### src/rtl/uart_pkg.sv
// Shared UART definitions for the transmit and receive paths (bit timing, frame shape, TX states).
// Build option UART_TX_PARITY_EN adds the even-parity state to the TX FSM.
package uart_pkg;

    localparam int CLKS_PER_BIT_DEFAULT = 5208;
    localparam int DATA_BITS            = 8;
    localparam int BIT_IDX_W            = $clog2(DATA_BITS);
    localparam logic [BIT_IDX_W-1:0] LAST_BIT_IDX = BIT_IDX_W'(DATA_BITS - 1);

    typedef enum logic [2:0] {
        ST_IDLE       = 3'd0,
        ST_START_BIT  = 3'd1,
        ST_DATA_BITS  = 3'd2,
`ifdef UART_TX_PARITY_EN
        ST_PARITY_BIT = 3'd3,
`endif
        ST_STOP_BIT   = 3'd4,
        ST_CLEANUP    = 3'd5
    } uart_tx_state_t;

endpackage

### src/rtl/uart_tx_if.sv
// Byte-request / serial-status bundle between an on-chip producer (master) and uart_tx (slave).
interface uart_tx_if;
    import uart_pkg::*;

    logic                 tx_dv;
    logic [DATA_BITS-1:0] tx_byte;
    logic                 tx_serial;
    logic                 tx_active;
    logic                 tx_done;

    modport master (
        output tx_dv, tx_byte,
        input  tx_serial, tx_active, tx_done
    );

    modport slave (
        input  tx_dv, tx_byte,
        output tx_serial, tx_active, tx_done
    );

endinterface

### src/rtl/uart_baud_counter.sv
// Bit-period timer: bit_end is high in the last clock of each CLKS_PER_BIT-cycle bit.
// Latency: bit_end decodes a register; clear holds the count at zero. No backpressure.
// Backpressure: none; the count runs freely whenever clear is low.
module uart_baud_counter #(
    parameter int CLKS_PER_BIT = uart_pkg::CLKS_PER_BIT_DEFAULT
) (
    input  logic clk,
    input  logic rst,
    input  logic clear,
    output logic bit_end
);

    localparam int CNT_W = (CLKS_PER_BIT > 1) ? $clog2(CLKS_PER_BIT) : 1;
    localparam logic [CNT_W-1:0] TERMINAL = CNT_W'(CLKS_PER_BIT - 1);

    logic [CNT_W-1:0] count;

    // Self-clears at the terminal count so it never wraps through unused codes.
    always_ff @(posedge clk or posedge rst) begin
        if (rst) begin
            count <= '0;
        end else if (clear || (count == TERMINAL)) begin
            count <= '0;
        end else begin
            count <= count + CNT_W'(1);
        end
    end

    assign bit_end = (count == TERMINAL);

endmodule

### src/rtl/uart_tx.sv
// 8N1 UART transmitter (even parity bit added when UART_TX_PARITY_EN is defined).
// Latency: accept in IDLE at cycle N drives the start bit from N+1; all outputs registered.
// Backpressure: requests are taken only in IDLE; tx_dv while busy or in CLEANUP is dropped.
module uart_tx
    import uart_pkg::*;
#(
    parameter int CLKS_PER_BIT = CLKS_PER_BIT_DEFAULT
) (
    input  logic       clk,
    input  logic       rst,
    uart_tx_if.slave   bus
);

    uart_tx_state_t         state, state_nxt;
    logic [BIT_IDX_W-1:0]   idx, idx_nxt;
    logic [DATA_BITS-1:0]   data_q, data_nxt;
    logic                   serial_q, serial_nxt;
    logic                   active_q, active_nxt;
    logic                   done_q, done_nxt;
    logic                   bit_end;
    logic                   cnt_clear;

    // The bit timer only runs while a bit is on the line.
    assign cnt_clear = (state == ST_IDLE) || (state == ST_CLEANUP);

    uart_baud_counter #(.CLKS_PER_BIT(CLKS_PER_BIT)) u_baud (
        .clk     (clk),
        .rst     (rst),
        .clear   (cnt_clear),
        .bit_end (bit_end)
    );

    always_ff @(posedge clk or posedge rst) begin
        if (rst) begin
            state    <= ST_IDLE;
            idx      <= '0;
            data_q   <= '0;
            serial_q <= 1'b1;
            active_q <= 1'b0;
            done_q   <= 1'b0;
        end else begin
            state    <= state_nxt;
            idx      <= idx_nxt;
            data_q   <= data_nxt;
            serial_q <= serial_nxt;
            active_q <= active_nxt;
            done_q   <= done_nxt;
        end
    end

    // Next-state logic also computes the next line level so tx_serial comes straight from a flop.
    always_comb begin
        state_nxt  = state;
        idx_nxt    = idx;
        data_nxt   = data_q;
        serial_nxt = serial_q;
        active_nxt = active_q;
        done_nxt   = 1'b0;
        case (state)
            ST_IDLE: begin
                serial_nxt = 1'b1;
                active_nxt = 1'b0;
                if (bus.tx_dv) begin
                    data_nxt   = bus.tx_byte;
                    idx_nxt    = '0;
                    state_nxt  = ST_START_BIT;
                    serial_nxt = 1'b0;
                    active_nxt = 1'b1;
                end
            end
            ST_START_BIT: begin
                if (bit_end) begin
                    state_nxt  = ST_DATA_BITS;
                    idx_nxt    = '0;
                    serial_nxt = data_q[0];
                end
            end
            ST_DATA_BITS: begin
                if (bit_end) begin
                    if (idx == LAST_BIT_IDX) begin
`ifdef UART_TX_PARITY_EN
                        state_nxt  = ST_PARITY_BIT;
                        serial_nxt = ^data_q;
`else
                        state_nxt  = ST_STOP_BIT;
                        serial_nxt = 1'b1;
`endif
                    end else begin
                        idx_nxt    = idx + BIT_IDX_W'(1);
                        serial_nxt = data_q[idx_nxt];
                    end
                end
            end
`ifdef UART_TX_PARITY_EN
            ST_PARITY_BIT: begin
                if (bit_end) begin
                    state_nxt  = ST_STOP_BIT;
                    serial_nxt = 1'b1;
                end
            end
`endif
            ST_STOP_BIT: begin
                if (bit_end) begin
                    state_nxt  = ST_CLEANUP;
                    serial_nxt = 1'b1;
                    active_nxt = 1'b0;
                    done_nxt   = 1'b1;
                end
            end
            ST_CLEANUP: begin
                state_nxt  = ST_IDLE;
                serial_nxt = 1'b1;
                active_nxt = 1'b0;
            end
            default: begin
                state_nxt  = ST_IDLE;
                serial_nxt = 1'b1;
                active_nxt = 1'b0;
            end
        endcase
    end

    assign bus.tx_serial = serial_q;
    assign bus.tx_active = active_q;
    assign bus.tx_done   = done_q;

endmodule

### src/flat_wrapper.sv
// flat-port wrapper written by rule: the top's interface ports become plain ports
module uart_tx_flat import uart_pkg::*;
#(
    parameter int CLKS_PER_BIT = CLKS_PER_BIT_DEFAULT
)
  (clk, rst, bus_tx_dv, bus_tx_byte, bus_tx_serial, bus_tx_active, bus_tx_done);
  uart_tx_if bus_i ();
  input  logic clk;
  input  logic rst;
  input wire logic [$bits(bus_i.tx_dv)-1:0] bus_tx_dv;
  input wire logic [$bits(bus_i.tx_byte)-1:0] bus_tx_byte;
  output wire logic [$bits(bus_i.tx_serial)-1:0] bus_tx_serial;
  output wire logic [$bits(bus_i.tx_active)-1:0] bus_tx_active;
  output wire logic [$bits(bus_i.tx_done)-1:0] bus_tx_done;
  assign bus_i.tx_dv = bus_tx_dv;
  assign bus_i.tx_byte = bus_tx_byte;
  assign bus_tx_serial = bus_i.tx_serial;
  assign bus_tx_active = bus_i.tx_active;
  assign bus_tx_done = bus_i.tx_done;
  uart_tx #(.CLKS_PER_BIT(CLKS_PER_BIT)) u_core (.clk(clk), .rst(rst), .bus(bus_i));
endmodule
### config.mk
export PLATFORM = sky130hd
export DESIGN_NAME = uart_tx_flat
export DESIGN_NICKNAME = d
export VERILOG_FILES = /design/src/rtl/uart_pkg.sv /design/src/rtl/uart_tx_if.sv /design/src/rtl/uart_baud_counter.sv /design/src/rtl/uart_tx.sv /design/src/flat_wrapper.sv
export SDC_FILE = /design/constraint.sdc
export NUM_CORES = 1
export LEC_CHECK = 0
export ABC_AREA = 0
export BUFFER_PORTS_ARGS = -buffer_cell sky130_fd_sc_hd__buf_2
export CELL_PAD_IN_SITES_DETAIL_PLACEMENT = 0
export CELL_PAD_IN_SITES_GLOBAL_PLACEMENT = 1
export CORE_ASPECT_RATIO = 0.8
export CORE_MARGIN = 2
export CORE_UTILIZATION = 35
export DETAILED_ROUTE_END_ITERATION = 12
export MAX_ROUTING_LAYER = met4
export PLACE_DENSITY_LB_ADDON = 0.1
export SLEW_MARGIN = 15
export SYNTH_ARGS = -nofsm -noshare
export SYNTH_HDL_FRONTEND = slang
export SYNTH_HIERARCHICAL = 1
export SYNTH_SLANG_ARGS = --single-unit
### constraint.sdc
create_clock -name clk -period 1.8 [get_ports clk]
set_input_delay 0.18 -clock clk [delete_from_list [all_inputs] [get_ports clk]]
set_output_delay 0.18 -clock clk [all_outputs]
set_load 0.02 [all_outputs]
Word level (Yosys, flattened, before mapping)
Index checks and enable logic that the tools add are counted.
{"block": "totals", "reg_bits": 30, "latch_bits": 0, "ram_bits": 0, "mem_bits_ro": 0, "inputBits": 11, "output_inout_bits": 3, "elab_cells": 58, "n_memories": 0}
{"block": "classes", "addsub": 2, "multipliers": 0, "div_mod_pow": 0, "n_lt_le_gt_ge": 1, "n_eq_ne": 12, "shifts": 0, "muxes": 25, "bitwise": 1, "reduce_logical": 10}
{"op": "3-bit two-way mux", "n": 9}
{"op": "13-bit by 1-bit adder with 13-bit output, second input constant", "n": 1}
{"op": "13-bit == test, second input constant", "n": 1}
{"op": "13-bit two-way mux", "n": 1}
{"op": "3-bit one-hot mux with 4 select lines", "n": 1}
{"op": "1-bit two-way mux", "n": 10}
{"op": "5-bit AND reduction", "n": 2}
{"op": "3-bit == test, second input constant", "n": 3}
{"op": "3-bit one-hot mux with 3 select lines", "n": 1}
{"op": "2-bit by 1-bit inequality test with 1-bit output, second input constant", "n": 4}
{"op": "3-bit by 4-bit < comparator with 1-bit output, second input constant", "n": 1}
{"op": "2-bit inequality test, second input constant", "n": 2}
{"op": "1-bit one-hot mux with 4 select lines", "n": 1}
{"op": "2-bit AND reduction", "n": 2}
{"op": "3-bit by 1-bit adder with 3-bit output, second input constant", "n": 1}
{"op": "1-bit binary-select mux with 3-bit select", "n": 1}
{"op": "3-bit by 1-bit == test with 1-bit output, second input constant", "n": 1}
{"op": "3-bit by 2-bit == test with 1-bit output, second input constant", "n": 1}
{"op": "3-bit logical NOT", "n": 1}
{"op": "1-bit one-hot mux with 3 select lines", "n": 1}
{"op": "3-bit AND reduction", "n": 1}
{"op": "3-bit nonzero test", "n": 1}
{"op": "1-bit logical OR", "n": 2}
{"op": "2-bit OR reduction", "n": 1}
{"op": "1-bit NOT", "n": 1}

Longest topological paths before layout
{"block": "depth", "word_depth": 6, "ltp_mapped": 8, "depth_no_buf": 7}

Modules after synthesis
The synthesis kept the hierarchy.
{"module": "uart_tx", "instances": 1, "cells_per_inst": 84, "area_each_um2": 938.4}
{"module": "uart_baud_counter", "instances": 1, "cells_per_inst": 65, "area_each_um2": 655.6}

Worst setup path before layout
OpenSTA, ideal clock, no wires.
{"block": "synth_path", "kind": "register to register", "from": "register u_core.u_baud.count[0]", "to": "register u_core.idx[0]", "setup_time_ns": 0.125, "t_arrival_ns": 1.598, "required_time_ns": 1.675, "slack_ns": 0.077, "stages_incl_launch_ff": 7, "path_buffers": 1, "period_less_slack_ns": 1.723, "cell_sequence": "dfrtp_1 -> ha_1 -> and4_1 -> and3_1 -> clkbuf_1 -> nor3b_2 -> mux2_2"}
{"block": "synth_between", "elab_chain_len": 3}
{"item": "from (decl)", "line_no": "uart_baud_counter.sv:16", "source": "logic [CNT_W-1:0] count;"}
{"item": "from (signal assigned)", "line_no": "uart_baud_counter.sv:25", "source": "count <= count + CNT_W'(1);"}
{"item": "13-bit == test *", "line_no": "uart_baud_counter.sv:29", "source": "assign bit_end = (count == TERMINAL);"}
{"item": "named net u_core.bit_end", "line_no": "uart_tx.sv:20", "source": "logic bit_end;"}
{"item": "2-bit by 1-bit inequality test with 1-bit output (no source line)"}
{"item": "5-bit AND reduction (no source line) *"}
{"item": "to (signal assigned)", "line_no": "uart_tx.sv:43", "source": "idx <= idx_nxt;"}
{"item": "to (decl)", "line_no": "uart_tx.sv:15", "source": "logic [BIT_IDX_W-1:0] idx, idx_nxt;"}
The timed path passes the listed nets; every way through them passes the cells marked *.
A chain may end at the register's enable or synchronous reset.

Worst setup path in the final report
{"block": "layout_path", "from": "register u_core.state[2]", "to": "register u_core.u_baud.count[4]"}
{"block": "layout_between", "elab_chain_len": 4}
{"item": "from (decl)", "line_no": "uart_tx.sv:14", "source": "uart_tx_state_t state, state_nxt;"}
{"item": "from (signal assigned)", "line_no": "uart_tx.sv:42", "source": "state <= state_nxt;"}
{"item": "3-bit == test or 3-bit logical NOT (tied branches)", "line_no": "uart_tx.sv:24", "source": "assign cnt_clear = (state == ST_IDLE) || (state == ST_CLEANUP);"}
{"item": "1-bit logical OR *", "line_no": "uart_tx.sv:24"}
{"item": "named net u_core.cnt_clear", "line_no": "uart_tx.sv:21", "source": "logic cnt_clear;"}
{"item": "1-bit logical OR *", "line_no": "uart_baud_counter.sv:22", "source": "end else if (clear || (count == TERMINAL)) begin"}
{"item": "13-bit two-way mux *", "line_no": "uart_baud_counter.sv:22"}
Marks and branches as above.

==> reports/metrics.yaml <==
slowest_stage: "dfrtp_1"
rows: 21
clock_path_buffers: 2
cp-end-kind: "register"
synth_area_um2: 1594
diodes: 0
wl_per_cell_um: 13.67
via_count: 1211
yosysSeqAreaShare_pct: 47.17
fin_nets: 191
portBuffers: 13
wirelength_mm: 3.199
routabilityCongestion: 0.7288
setup_ws_ns: 0.1496
grt_pass1_wl_mm: 5.789
track_usage_pct: 15.73
reg2reg_from: "u_core/state[2]"
startpoint_type: "register"
hp-start: "bus_tx_byte[6]"
setup_viol: 0
num_io_pins: 14
cp_cell_sequence: "or2_1 > a21oi_1 > a31o_2 > nor2_1"
peakVddDrop_mv: 0.5887
cts_tree: "done"
syn_inst: 149
critPathBufInv: 0
worst_slew_pin_slew_ns: 0.6567
startpoint: "u_core/state[2]"
drc: 0
power.internal_mw: 1.237
layout-drive-gt1-share_pct: 29.94
finalMaxSlewViolations: 0
hpwl_mm: 2.374
clk_pin_slew_ns: 0.06
fin_skew_ns: 0.003131
clockPowerShare_pct: 28.7
cp_slowest_stage_delay_ns: 0.50
synth_top_area_cell: "dfrtp_1"
pwr-share-comb_pct: 23.3
grt_max_degree: 18
cts_made_buffers: 5
clock_latency_ns: 0.28
rsz0062_at_grt: "false"
drt_first_pass_iters: 4
path_delay_family: "compound AO/OA/AOI/OAI gates"
area_growth_pct: 19.54
n_fill_cell: 432
drt-vias-per-instance: 5.175
final_antenna_net_count: 0
cp_max_fo: 13
syn-num-nets: 163
p_sw_mw: 0.5432
cts.sinks: 30
power_leakage_nw: 0.8136
cts_root_buffer: "clkbuf_8"
grt_overflow: 0
report.final.hold_viol_count: 0
drt_iter0_drc: 77
antenna_found_initial: 0
ys.flop_type: "dfrtp_1"
synth-edff-count: 0
async_flop_share_pct: 100.0
synth_cell_type_count: 45
netlist.area_leader.share_pct: 45.53
min_period_ns: 1.650
coreArea_um2: 4283
yosysWarnings: 6
p_seq_share_pct: 48.0
path_class: "reg2reg"
ys_ff_latch: 30
hold_path.class: "in2reg"
synth_area_leaders: "dfrtp_1 (46%), mux2_4 (7.5%), a21oi_1 (4.7%)"
die_area_um2: 5113
slew_headroom_pct: 56.17
switching_share_pct: 30.51
maxCapViolCount: 0
ctsHtreeMaxLevel: 2
synth_area_per_cell_um2: 10.70
cts_setup_buffers: 0
powerDensity_nw_per_um2: 934.2
cp.required_ns: 1.96
die_h_um: 64.36
die_x_um: 79.45
initial_core_util_pct: 37.22
cp.arrival_ns: 1.81
status: "complete, no violations"
clock.fmax_ghz: 0.6059
post-place-ws_ns: 0.06247
finalSetupTns_ns: 0
finalCritPeriodShare_pct: 91.69
grt_pass1_vias: 1215
==> placed cells by master (no fill, tap or decap), types with 5 or more instances in the layout <==
cell / instances
a21oi_1: 15
buf_2: 13
buf_4: 14
clkbuf_8: 5
dfrtp_1: 29
inv_1: 6
mux2_4: 8
nand2_1: 7
nand3_1: 6
nor2_1: 9
==> kinds of logic after synthesis <==
group,after synthesis,synth area share [%]
adders and majority gates,3,2.355
DFF,30,47.17
AOI/OAI and AO/OA,33,12.72
muxes,13,10.75
buffers and inverters,13,3.846
xor gates and xnor gates,4,2.198
and+or+nand+nor,53,20.96
==> registers in the layout, indices dropped and copies added, names as in the netlist <==
signal and cells:
u_core/bus.tx_done 1, u_core/state 3, u_core/bus.tx_serial 1, u_core/idx 3, u_core/bus.tx_active 1, u_core/u_baud/count 13
u_core/data_q 8
==> metal layers <==
metal / up-vias / share of wire (%) / track usage (%)
li1: 604 / - / -
met1: 577 / 54 / 21.65
met2: 22 / 40 / 20.59
met3: 8 / 3.8 / 4.661
met4: 0 / 2.3 / 8.405
met5: - / 0 / -
==> cell usage after synthesis, types with 2 or more instances <==
cell        n
a2111oi_0   2
a21oi_1    15
a22o_1      2
and3_1      2
buf_2       4
buf_4       2
dfrtp_1    29
ha_1        3
inv_1       6
mux2_4      8
mux2i_1     4
nand2_1     7
nand3_1     7
nand3b_1    2
nand4_1     2
nor2_1      9
nor2b_1     2
nor3_1      2
o21ai_0     4
o31ai_1     4
or3_1       4
or4_1       4
xnor2_1     3
==> stage by stage <==
| stage | hold slack, ns | instances | power [mW] | area, um2 | util [%] |
|---|---|---|---|---|---|
| after floorplan | 0.05696 | 149 | 1.099 | 1594 | - |
| after global placement | 0.2453 | 226 | 1.253 | 1797 | 41.95 |
| after detailed placement | 0.2445 | 226 | 1.267 | 1797 | 41.95 |
| after CTS | 0.1113 | 234 | 1.796 | 1886 | 44.03 |
| after global routing | 0.1074 | 234 | 1.920 | 1906 | 44.49 |
| final | 0.1241 | 234 | 1.780 | 1906 | 44.49 |
==> power groups by stage <==
stage	clock network (mW)	logic (mW)	registers, mW
after floorplan	0	0.206	0.893
after CTS	0.537	0.410	0.850
final	0.511	0.416	0.854
after global placement	0	0.395	0.858
after global routing	0.581	0.472	0.868
after detailed placement	0	0.404	0.863
==> worst reg2reg max path, delay by kind of cell (launching register included) <==
family | cells | cell delay (ns)
AOI/OAI and AO/OA | 2 | 0.65
DFF | 1 | 0.50
and+or+nand+nor | 2 | 0.39
==> timing repair <==
item                                    CTS  global route
endpoints found under the setup margin    0             7
gates resized for setup                   0             6
hold endpoints to repair                 13             0
hold buffers                              1             0
==> worst paths after layout <==
kind / end / cells past startpoint / slack, ns
worst max register to register: u_core/u_baud/count[4] / 4 / 0.15
worst max-delay path: u_core/u_baud/count[4] / 4 / 0.15
worst min register to register: u_core/data_q[4] / 1 / 0.51
max in group asynchronous: u_core/idx[2] / 3 / 0.85
min in group asynchronous: u_core/u_baud/count[2] / 3 / 0.46
worst min-delay path: u_core/data_q[6] / 2 / 0.12
==> cell type report <==
type                            count  area [um2]  area share, %
Multi-Input combinational cell    106       800.8          42.02
Tap cell                           57       71.32          3.743
Clock buffer                        5       68.82          3.611
Sequential cell                    30       752.0          39.46
Inverter                            6       22.52          1.182
Timing Repair Buffer               28       180.2          9.455
Clock inverter                      2       10.01         0.5253
Note: power is estimated with default switching activity, not from simulation.
